==> src/rtl/serial_adder_pkg.sv <==
// Shared definitions for the bit-serial adder: FSM state encoding.
package serial_adder_pkg;

    typedef logic [1:0] state_t;

    localparam state_t IDLE = 2'b00;
    localparam state_t RUN  = 2'b01;
    localparam state_t DONE = 2'b10;

endpackage

==> src/rtl/full_adder.sv <==
// Single-bit full adder cell; the bit-slice datapath of the serial adder.
module full_adder (
    input  logic a,
    input  logic b,
    input  logic cin,
    output logic sum,
    output logic cout
);

    // Pure combinational sum and majority carry
    always_comb begin
        sum  = a ^ b ^ cin;
        cout = (a & b) | (a & cin) | (b & cin);
    end

endmodule

==> src/rtl/serial_adder.sv <==
// Bit-serial WIDTH-bit adder: one full_adder cell, a carry flop closing the loop,
// operand/sum shift registers and a bit counter, with valid/ready on both sides.
module serial_adder
    import serial_adder_pkg::*;
#(
    parameter int unsigned WIDTH = 8
) (
    input  logic             clk,
    input  logic             rst,
    input  logic             in_valid,
    output logic             in_ready,
    input  logic [WIDTH-1:0] a,
    input  logic [WIDTH-1:0] b,
    input  logic             cin,
    output logic             out_valid,
    input  logic             out_ready,
    output logic [WIDTH-1:0] sum,
    output logic             cout
);

    localparam int unsigned CNT_W = (WIDTH > 1) ? $clog2(WIDTH) : 1;

    state_t             state_q, state_d;
    logic [WIDTH-1:0]   a_q, a_d;
    logic [WIDTH-1:0]   b_q, b_d;
    logic [WIDTH-1:0]   sum_q, sum_d;
    logic [CNT_W-1:0]   count_q, count_d;
    logic               carry_q, carry_d;
    logic               fa_sum, fa_cout;
    logic               last_bit;

    full_adder u_fa (
        .a    (a_q[0]),
        .b    (b_q[0]),
        .cin  (carry_q),
        .sum  (fa_sum),
        .cout (fa_cout)
    );

    assign last_bit = (count_q == CNT_W'(WIDTH - 1));

    // State and datapath registers; asynchronous clear abandons any operation
    always_ff @(posedge clk or posedge rst) begin
        if (rst) begin
            state_q <= IDLE;
            a_q     <= '0;
            b_q     <= '0;
            sum_q   <= '0;
            count_q <= '0;
            carry_q <= 1'b0;
        end else begin
            state_q <= state_d;
            a_q     <= a_d;
            b_q     <= b_d;
            sum_q   <= sum_d;
            count_q <= count_d;
            carry_q <= carry_d;
        end
    end

    // Next-state logic: accept in IDLE, WIDTH cycles of RUN, hold DONE until drained
    always_comb begin
        state_d = state_q;
        case (state_q)
            IDLE:    if (in_valid)  state_d = RUN;
            RUN:     if (last_bit)  state_d = DONE;
            DONE:    if (out_ready) state_d = IDLE;
            default:                state_d = IDLE;
        endcase
    end

    // Datapath next values: load on accept, shift one bit pair per RUN cycle
    always_comb begin
        a_d     = a_q;
        b_d     = b_q;
        sum_d   = sum_q;
        count_d = count_q;
        carry_d = carry_q;
        case (state_q)
            IDLE: begin
                if (in_valid) begin
                    a_d     = a;
                    b_d     = b;
                    carry_d = cin;
                    count_d = '0;
                    sum_d   = '0;
                end
            end
            RUN: begin
                // New sum bit enters at the MSB so the LSB lands at bit 0 after WIDTH shifts
                sum_d   = (sum_q >> 1) | (WIDTH'(fa_sum) << (WIDTH - 1));
                carry_d = fa_cout;
                a_d     = a_q >> 1;
                b_d     = b_q >> 1;
                count_d = count_q + 1'b1;
            end
            default: ;
        endcase
    end

    // Handshake outputs decode from state; result taken straight from the flops
    always_comb begin
        in_ready  = (state_q == IDLE);
        out_valid = (state_q == DONE);
        sum       = sum_q;
        cout      = carry_q;
    end

endmodule

==> config.mk <==
export PLATFORM = sky130hd
export DESIGN_NAME = serial_adder
export DESIGN_NICKNAME = d
export VERILOG_FILES = /design/src/rtl/serial_adder_pkg.sv /design/src/rtl/full_adder.sv /design/src/rtl/serial_adder.sv
export SDC_FILE = /design/constraint.sdc
export NUM_CORES = 1
export LEC_CHECK = 0
export ABC_AREA = 1
export BUFFER_PORTS_ARGS = -buffer_cell sky130_fd_sc_hd__buf_2
export CAP_MARGIN = 20
export CORE_MARGIN = 2
export CORE_UTILIZATION = 52
export DETAILED_ROUTE_END_ITERATION = 16
export PLACE_DENSITY = 0.77
export SKIP_LAST_GASP = 1
export SYNTH_ARGS = -nofsm -noshare
export SYNTH_HDL_FRONTEND = slang
export SYNTH_SLANG_ARGS = --single-unit
==> constraint.sdc <==
create_clock -name clk -period 1.7 [get_ports clk]
set_clock_uncertainty 0.1 [all_clocks]
set_input_delay 0.085 -clock clk [delete_from_list [all_inputs] [get_ports clk]]
set_output_delay 0.085 -clock clk [all_outputs]
set_load 0.005 [all_outputs]
==> results.txt, run 1 <==
Share of layout cells above drive strength 1 - 0.197
Final-stage net count - 272
Clock root buffer master - sky130_fd_sc_hd__clkbuf_4
Final total negative setup slack - 0 ps
Capture instance of the worst register-to-register path - a_q[5]
DRC violations left - 0
Total count of max-transition violations in the final report - 0
Number of antenna cells inserted - 0
Family with the most delay on the worst path - flip-flops
Ports placed on the boundary - 32
Type of element capturing the critical path - output port
Routed wirelength normalized by instance count - 11.7 um
Portion of synthesized cell area occupied by the leading cell type - 0.514
Summed area of non-filler cells in the final layout - 1920 um2
Critical path cell sequence - buf_4 -> nor2_1 -> buf_2
Cell types with the largest area share after synthesis - sky130_fd_sc_hd__dfrtp_1 51%, sky130_fd_sc_hd__nand2_1 20%, sky130_fd_sc_hd__inv_1 9.0%
Number of buffer and inverter instances along the worst setup path - 2
Worst Max-Slew Pin Slew - 453 ps
First-pass GRT wire length - 5810 um
Initial core utilization - 0.539
Via count of the first global-routing pass - 1333
Critical R2R Launch - state_q[0]
Weighted congestion at the end of routability-driven global placement - 0.773
Arrival time worst endpoint - 1390 ps
Library cell occupying the most area in the post-synthesis netlist - sky130_fd_sc_hd__dfrtp_1
Slowest stage cell on the critical path - sky130_fd_sc_hd__dfrtp_1
Static Leakage - 1.12 nW
Clock latency of the later-clocked register in the worst-skew pair - 320 ps
Setup violations, final - 0
Footprint of the multi-input gates - 531 um2
IO Port Bufs - 31
Final Instance Count excl. Fillers - 280
Worst hold-check path type - input port to async pin
Mapped Cells - 191
Num Clock Sinks - 30
Syn_area_per_cell - 7.64 um2
Post-route core utilization - 0.708
Full die area - 3250 um2
TritonCTS clock tree - done
Largest vdd supply drop - 1.04 mV
Tcrit/Tclk final - 0.925
Highest net fanout along the worst path - 13
Library cells used by synthesis - 17
Row count - 19
Most common library cell in the layout ignoring fill and taps - sky130_fd_sc_hd__nand2_1
Sequential element share of the synthesized area - 0.514
Maximum count of clock buffers along a single path - 2
ANT nets after route - 0
Depth of the most critical reg-to-reg path - 5
Count of final hold-check violations - 0
Inst Count DP - 252
Critical path startpoint category - flop
Cell Area, Synth - 1460 um2
Area delta synth->final - 31.4%
Deepest level of the CTS H-tree - 2
Total length of routed wires - 3280 um
Number of max-capacitance violations reported - 0
Slowest Stage Delay on Critical Path - 630 ps
Number of antenna violations at the first check in global routing - 0
Total of flip-flops plus latches after synthesis - 30
Iteration count of the initial detailed-routing pass - 5
Area used by sequential logic in the layout - 751 um2
Drt via density - 4.82
Most used cells in the layout excluding fill and tap cells - 77 x sky130_fd_sc_hd__nand2_1, 35 x sky130_fd_sc_hd__inv_1, 31 x sky130_fd_sc_hd__buf_2
Hold slack final - 265 ps
Die W - 57.0 um
Crit path depth - 3
Total clock buffers created by CTS - 5
Total of fill cells in the finished design - 215
Vias - 1350
Critical path data required time - 1510 ps
Dpl hpwl - 2030 um
Unrepaired setup endpoints after global routing - false
Relative slew slack - 0.698
Cell area after placement - 1660 um2
Tmin final - 1570 ps
Die outline height - 57.0 um
WS Path Type - flop to output port
Synth warnings - 0
Overall Global Routing Usage - 0.233
Worst Setup SP - state_q[0]
Iter 0 DRT Violations - 18
Register-to-register setup slack - 180 ps
Post-synthesis net count - 215
Max Clock Freq - 636 MHz
Power per standard cell area - 1560 nW/um2
Core Region - 2710 um2
Maximum number of pins on one net before global-route repair - 31
Reg clk slew, reported paths - 100 ps
Status - completed
Overflow left after global routing - 0
Crit path capture - out_valid
CTS resizes - 0
-- power by group --
| group | switching, W | internal [W] | total, W |
|---|---|---|---|
| clock | 0.000239 | 0.000200 | 0.000439 |
| combinational | 0.000761 | 0.000544 | 0.00130 |
| sequential | 0.000213 | 0.00104 | 0.00125 |
| total | 0.00121 | 0.00178 | 0.00300 |
-- cell usage after synthesis --
cell                       n
sky130_fd_sc_hd__inv_1    35
sky130_fd_sc_hd__o21ai_2   1
sky130_fd_sc_hd__or2_1     1
sky130_fd_sc_hd__dfrtp_1  30
sky130_fd_sc_hd__buf_4     2
sky130_fd_sc_hd__nor2_1    3
sky130_fd_sc_hd__buf_2     5
sky130_fd_sc_hd__inv_2     2
sky130_fd_sc_hd__fa_1      1
sky130_fd_sc_hd__o21ai_1   9
sky130_fd_sc_hd__nand2_1  77
sky130_fd_sc_hd__a21oi_1   2
sky130_fd_sc_hd__ha_1      2
sky130_fd_sc_hd__nand2_4   1
sky130_fd_sc_hd__o31ai_1   1
sky130_fd_sc_hd__nand3_1  18
sky130_fd_sc_hd__nor2_2    1
-- layer usage --
metal | GRT usage | part of all wire
met1 | 0.310 | 0.44
met3 | 0.0454 | 0.044
met2 | 0.369 | 0.48
met5 | 0 | 0
met4 | 0.110 | 0.029
-- tightest hold or removal path, stage by stage --
cell	delay (ps)
sky130_fd_sc_hd__dlygate4sd3_1	530
sky130_fd_sc_hd__buf_2	120
sky130_fd_sc_hd__inv_1	40
sky130_fd_sc_hd__buf_4	340
-- registers in the layout (all words and copies together), names as in the netlist --
signal / cells
b_q: 8
state_q: 2
a_q: 8
sum: 8
count_q: 3
cout: 1
-- metrics by stage --
| step | total power (W) | setup slack (ps) |
|---|---|---|
| 2_1_floorplan | 0.00215 | 484 |
| 3_3_place_gp | 0.00249 | 270 |
| 3_5_place_dp | 0.00254 | 199 |
| 4_1_cts | 0.00301 | 121 |
| 5_1_grt | 0.00331 | 24.8 |
| 6_report | 0.00300 | 128 |
-- worst min-delay path by stage --
stage | to | slack [ps] | from | cells after the start
floorplan | a_q[0] | 80 | rst | 1
global placement | a_q[5] | 70 | rst | 3
detailed placement | a_q[7] | 70 | rst | 3
CTS | b_q[5] | 270 | rst | 4
global route | sum[1] | 320 | rst | 4
finish | b_q[5] | 260 | rst | 4
-- kinds of logic (layout without fill, tap and decap cells) --
logic type	after synthesis	count (layout)	share of synthesized area
AOI/OAI and AO/OA	13	13	0.0488
adders and majority gates	3	3	0.0308
buffers and inverters	44	102	0.123
DFF	30	30	0.514
and+or+nand+nor	101	101	0.284
-- what timing repair did --
item / 4_1_cts / 5_1_grt
setup buffers: 0 / 0
hold endpoints to repair: 48 / 0
hold buffers: 20 / 0
-- cell type report --
type	count	share of cell area
tap	31	0.0202
sequential	30	0.391
clock inverter	1	0.00261
timing repair buffer	57	0.209
multi-input combinational	117	0.276
clock buffer	7	0.0287
inverter	37	0.0724
No activity file was read; power rests on OpenSTA's default activity.
==> run 2, diff against run 1 <==
--- a/config.mk
+++ b/config.mk
@@ -11,5 +11,4 @@
 export CORE_MARGIN = 2
-export CORE_UTILIZATION = 52
+export CORE_UTILIZATION = 41
 export DETAILED_ROUTE_END_ITERATION = 16
-export PLACE_DENSITY = 0.77
 export SKIP_LAST_GASP = 1
--- a/constraint.sdc
+++ b/constraint.sdc
@@ -4,2 +4,2 @@
 set_output_delay 0.085 -clock clk [all_outputs]
-set_load 0.005 [all_outputs]
+set_load 0.1 [all_outputs]
==> run 2 against run 1 <==
  * Die area rose by 25%
  * Combinational power rose by 63%
  * Sequential share of layout area fell by 0.83 points
  * Global-route usage fell by 5.9 points
  * Clock power fell by 11%
  * Design area rose by 2.3%
  * Utilization fell by 13 points
  * Total power rose by 25%
  * Critical endpoint unchanged
  * Highest routed layer unchanged
==> results.txt, run 2 (synthesized netlist as in run 1, its figures left out) <==
Status - completed
Dpl hpwl - 2060 um (+1.8%)
Unrepaired setup endpoints after global routing - false
Maximum number of pins on one net before global-route repair - 31 (unchanged)
Tcrit/Tclk final - 0.952 (+0.0267)
Total of fill cells in the finished design - 312 (+45%)
Footprint of the multi-input gates - 541 um2 (+1.9%)
WS Path Type - flop to output port
Die outline height - 63.7 um (+12%)
Final-stage net count - 272 (unchanged)
Count of final hold-check violations - 0 (unchanged)
Register-to-register setup slack - 280 ps (+100 ps)
Via count of the first global-routing pass - 1238 (-7.1%)
Number of buffer and inverter instances along the worst setup path - 2 (unchanged)
Weighted congestion at the end of routability-driven global placement - 0.701 (-9.3%)
Hold slack final - 0.0197 ps (-265 ps)
Setup violations, final - 0 (unchanged)
# Post-CTS Setup Buffers - 0 (unchanged)
Critical path startpoint category - flop
Power per standard cell area - 1910 nW/um2 (+22%)
Sum of internal, switching and leakage power - 0.00375 W (+25%)
Most used cells in the layout excluding fill and tap cells - 77 x sky130_fd_sc_hd__nand2_1, 35 x sky130_fd_sc_hd__inv_1, 29 x sky130_fd_sc_hd__dfrtp_1, 29 x sky130_fd_sc_hd__buf_2, 19 x sky130_fd_sc_hd__dlygate4sd3_1
Core Region - 3390 um2 (+25%)
Critical path data required time - 1510 ps (about the same)
Most common library cell in the layout ignoring fill and taps - sky130_fd_sc_hd__nand2_1
Total clock buffers created by CTS - 5 (unchanged)
Final Instance Count excl. Fillers - 294 (+5.0%)
Tmin final - 1620 ps (+45.4 ps)
Final total negative setup slack - 0 ps (unchanged)
Maximum count of clock buffers along a single path - 2 (unchanged)
Row count - 21 (+2)
Ports placed on the boundary - 32 (unchanged)
Vias - 1292 (-4.3%)
Initial core utilization - 0.431 (-0.108)
Number of antenna violations at the first check in global routing - 0 (unchanged)
Share of layout cells above drive strength 1 - 0.214 (+0.0169)
Reg clk slew, reported paths - 90 ps (about the same)
First-pass GRT wire length - 5440 um (-6.4%)
Total count of max-transition violations in the final report - 0 (unchanged)
Slowest Stage Delay on Critical Path - 520 ps (-110 ps)
TritonCTS clock tree - done
Iter 0 DRT Violations - 45 (+27)
Area delta synth->final - 34.5%
Worst hold-check path type - input port to flop
Relative slew slack - 0.680 (-0.0184)
Max Clock Freq - 618 MHz (-2.8%)
IO Port Bufs - 31 (unchanged)
Drt via density - 4.39 (-8.9%)
ANT nets after route - 0 (unchanged)
Worst Max-Slew Pin Slew - 484 ps (+31.0 ps)
Static Leakage - 1.12 nW (+0.12%)
Cell area after placement - 1730 um2 (+4.1%)
Clock root buffer master - sky130_fd_sc_hd__clkbuf_4
Deepest level of the CTS H-tree - 2 (unchanged)
Slowest stage cell on the critical path - sky130_fd_sc_hd__dfrtp_1
Highest net fanout along the worst path - 11 (-2)
Routed wirelength normalized by instance count - 10.6 um (-9.5%)
Arrival time worst endpoint - 1430 ps (+40 ps)
Summed area of non-filler cells in the final layout - 1960 um2 (+2.3%)
Number of max-capacitance violations reported - 0 (unchanged)
Clock latency of the later-clocked register in the worst-skew pair - 330 ps (about the same)
Largest vdd supply drop - 1.17 mV (+12%)
Total length of routed wires - 3120 um (-5.0%)
Inst Count DP - 268 (+6.3%)
Critical path cell sequence - buf_4 -> nor2_2 -> buf_12
Number of antenna cells inserted - 0 (unchanged)
Die W - 63.7 um (+12%)
Overall Global Routing Usage - 0.174 (-0.0588)
Family with the most delay on the worst path - flip-flops
Overflow left after global routing - 0 (unchanged)
Iteration count of the initial detailed-routing pass - 4 (-1)
Num Clock Sinks - 30 (unchanged)
DRC violations left - 0 (unchanged)
Full die area - 4050 um2 (+25%)
Area used by sequential logic in the layout - 752 um2 (+0.17%)
Type of element capturing the critical path - output port
[run 2: worst reg2reg max path, cell delays in order, from the launching register on]
cell and delay, ps:
sky130_fd_sc_hd__dfrtp_1 460, sky130_fd_sc_hd__inv_2 180, sky130_fd_sc_hd__nand2_4 170, sky130_fd_sc_hd__nand2_1 120, sky130_fd_sc_hd__buf_4 180, sky130_fd_sc_hd__nand3_1 90
sky130_fd_sc_hd__nand2_1 60
[run 2: cell type report]
class	instances	area share
Sequential cell	30	0.383
Multi-Input combinational cell	117	0.275
Timing Repair Buffer	57	0.218
Inverter	37	0.0707
Tap cell	46	0.0293
Clock buffer	5	0.0191
Clock inverter	2	0.00510
[run 2: path summary, 6_finish.rpt]
path                       startpoint          to  cells after the start
min reg2reg                count_q[1]  count_q[1]                      2
max reg2reg                state_q[1]      b_q[2]                      6
max in group asynchronous         rst        cout                      4
max                        state_q[0]   out_valid                      3
min in group asynchronous         rst      sum[6]                      4
min                              a[6]      a_q[6]                      5
[run 2: timing repair]
item / in CTS / in global routing
hold buffers: 19 / 0
resized for setup: 0 / 0
endpoints found under the hold margin: 47 / 0
[run 2: where the power goes]
part	internal (W)	switching (W)
Clock	0.000148	0.000241
Sequential	0.00104	0.000199
Combinational	0.000594	0.00152
Total	0.00178	0.00196
[run 2: layer usage]
metal	vias up	global-route usage	part of all wire
met5	-	0	0
met4	0	0.0571	0.0093
met3	4	0.0429	0.045
met2	28	0.266	0.45
met1	583	0.241	0.49
li1	677	-	-
[run 2: metrics by stage]
| step | utilization | setup WS (ps) |
|---|---|---|
| 2_1_floorplan | - | 81.6 |
| 3_3_place_gp | 0.509 | 304 |
| 3_5_place_dp | 0.509 | 272 |
| 4_1_cts | 0.580 | 65.5 |
| 5_1_grt | 0.580 | 11.7 |
| 6_report | 0.580 | 82.2 |
==> run 3, diff against run 2 <==
Settings changed: CTS_BUF_LIST from default to sky130_fd_sc_hd__clkbuf_2.
Clock period 1.7 ns to 1.9 ns, I/O delays scaled along.
==> run 3 against run 2 <==
  * Die area unchanged
  * Utilization decreased by 0.41 points
  * Sequential cell count unchanged
  * Register-to-register slack got worse by 100 ps
  * Cell count increased by 0.68%
  * Largest power group unchanged
  * Clock power decreased by 22%
==> results.txt, run 3 (synthesized netlist as in run 1, its figures left out) <==
Row count - 21 (unchanged)
Num Clock Sinks - 30 (unchanged)
First-pass GRT wire length - 5460 um (+0.50%)
Internal Power - 0.00154 W (-13%)
Capture instance of the worst register-to-register path - a_q[7]
IO Port Bufs - 31 (unchanged)
Tcrit/Tclk final - 0.927
Area delta synth->final - 33.6%
Part of the total power dissipated in combinational logic - 0.567 (+0.002)
Inst Count DP - 267 (-0.37%)
Highest net fanout along the worst path - 14 (+3)
Register-to-register setup slack - 180 ps (-100 ps)
Sum of internal, switching and leakage power - 0.00329 W (-12%)
Ports placed on the boundary - 32 (unchanged)
Die outline height - 63.7 um (unchanged)
TritonCTS clock tree - done
Switching power - 0.00175 W (-11%)
Clock latency of the later-clocked register in the worst-skew pair - 370 ps (+40 ps)
Total length of routed wires - 3040 um (-2.6%)
Unrepaired setup endpoints after global routing - false
# Post-CTS Setup Buffers - 0 (unchanged)
Number of buffer and inverter instances along the worst setup path - 1 (-1)
DRC violations left - 0 (unchanged)
Number of antenna violations at the first check in global routing - 0 (unchanged)
Share of total power in the clock network - 0.093 (-0.011)
Drt via density - 4.46 (+1.5%)
Most common library cell in the layout ignoring fill and taps - sky130_fd_sc_hd__nand2_1
Maximum number of pins on one net before global-route repair - 31 (unchanged)
Dpl hpwl - 1950 um (-5.6%)
Initial core utilization - 0.431 (unchanged)
Type of element capturing the critical path - output port
Relative slew slack - 0.629 (-0.0504)
Final-stage net count - 273 (+0.37%)
Largest vdd supply drop - 0.875 mV (-25%)
Iter 0 DRT Violations - 60 (+33%)
Total clock buffers created by CTS - 5 (unchanged)
Worst Setup SP - state_q[0]
Number of antenna cells inserted - 0 (unchanged)
Worst hold-check path type - input port to flop
Final Instance Count excl. Fillers - 296 (+0.68%)
Flop pwr share - 0.340 (+0.009)
Static Leakage - 1.11 nW (-0.55%)
Critical path data required time - 1700 ps (+190 ps)
Setup violations, final - 0 (unchanged)
Reg clk slew, reported paths - 140 ps (+50 ps)
Vias - 1320 (+2.2%)
Core Region - 3390 um2 (unchanged)
Status - completed
Arrival time worst endpoint - 1570 ps (+140 ps)
Iteration count of the initial detailed-routing pass - 4 (unchanged)
Worst Max-Slew Pin Slew - 556 ps (+72.3 ps)
Hold slack final - 38.1 ps (+38.1 ps)
WS Path Type - flop to output port
Depth of the most critical reg-to-reg path - 4 (-2)
Routed wirelength normalized by instance count - 10.3 um (-3.2%)
Slowest stage cell on the critical path - sky130_fd_sc_hd__dfrtp_1
Critical R2R Launch - state_q[0]
Max Clock Freq - 568 MHz
Overall Global Routing Usage - 0.176 (+0.00234)
Power per standard cell area - 1690 nW/um2 (-12%)
Final total negative setup slack - 0 ps (unchanged)
Critical path startpoint category - flop
Count of final hold-check violations - 0 (unchanged)
Slowest Stage Delay on Critical Path - 610 ps (+90 ps)
Total count of max-transition violations in the final report - 0 (unchanged)
Most used cells in the layout excluding fill and tap cells - 77 x sky130_fd_sc_hd__nand2_1, 35 x sky130_fd_sc_hd__inv_1, 29 x sky130_fd_sc_hd__dfrtp_1, 29 x sky130_fd_sc_hd__buf_2, 21 x sky130_fd_sc_hd__dlygate4sd3_1
Critical path cell sequence - nor2_2 -> clkbuf_4
Clock root buffer master - sky130_fd_sc_hd__clkbuf_2
Overflow left after global routing - 0 (unchanged)
Maximum count of clock buffers along a single path - 2 (unchanged)
Share of layout cells above drive strength 1 - 0.208 (-0.00571)
Crit path capture - in_ready
Number of max-capacitance violations reported - 0 (unchanged)
Post-route core utilization - 0.575 (-0.00406)
Switching share of power - 0.531 (+0.00675)
ANT nets after route - 0 (unchanged)
Via count of the first global-routing pass - 1277 (+3.2%)
Crit path depth - 2 (-1)
Family with the most delay on the worst path - flip-flops
Tmin final - 1760 ps
Total of fill cells in the finished design - 332 (+6.4%)
Die W - 63.7 um (unchanged)
Full die area - 4050 um2 (unchanged)
Deepest level of the CTS H-tree - 2 (unchanged)
Weighted congestion at the end of routability-driven global placement - 0.724 (+3.3%)
## run 3: cell types whose count changed in the layout (fill, tap and decap cells not counted), sizes merged
| cell | before | now |
|---|---|---|
| clkbuf | 5 | 8 |
| dlygate4sd3 | 19 | 21 |
| buf | 38 | 35 |
## run 3: worst min-delay path by stage
stage	slack, ps	start	to	depth (start not counted)
final	40	in_valid	a_q[5]	4
after global routing	50	in_valid	a_q[1]	4
after CTS	20	in_valid	b_q[7]	4
after detailed placement	90	rst	sum[5]	3
after global placement	90	rst	sum[6]	3
after floorplan	90	rst	a_q[0]	1
## run 3: tightest hold or removal path, stage by stage
cell and delay (ps):
sky130_fd_sc_hd__buf_2 120, sky130_fd_sc_hd__o21ai_2 130, sky130_fd_sc_hd__nand2_1 90, sky130_fd_sc_hd__nand2_1 40
## run 3: power groups by stage
stage | clock network, W | registers, W | logic (W)
after global placement | 0 | 0.00113 | 0.00183
after detailed placement | 0 | 0.00113 | 0.00185
final | 0.000305 | 0.00112 | 0.00186
after floorplan | 0 | 0.00168 | 0.000912
after CTS | 0.000316 | 0.00112 | 0.00189
after global routing | 0.000347 | 0.00116 | 0.00207
## run 3: metal layers
layer | share of wire | track usage
met1 | 0.47 | 0.219
met2 | 0.47 | 0.287
met3 | 0.041 | 0.0393
met4 | 0.020 | 0.0897
met5 | 0 | 0
## run 3: per-stage QoR
stage	area, um2	worst slack (ps)
floorplan	1470	39.8
global placement	1700	447
detailed placement	1700	409
CTS	1950	27.4
global route	1950	10.6
finish	1950	139
## run 3: layout make-up
| class | count | area, um2 | area share |
|---|---|---|---|
| Timing Repair Buffer | 58 | 428 | 0.219 |
| Multi-Input combinational cell | 117 | 536 | 0.275 |
| Clock buffer | 6 | 30.0 | 0.0154 |
| Tap cell | 46 | 57.6 | 0.0295 |
| Sequential cell | 30 | 752 | 0.386 |
| Clock inverter | 2 | 8.76 | 0.00449 |
| Inverter | 37 | 139 | 0.0712 |
## run 3: what timing repair did
item,4_1_cts,5_1_grt
hold endpoints to repair,48,0
hold buffers,21,0
setup endpoints to repair,0,2
resized for setup,0,2
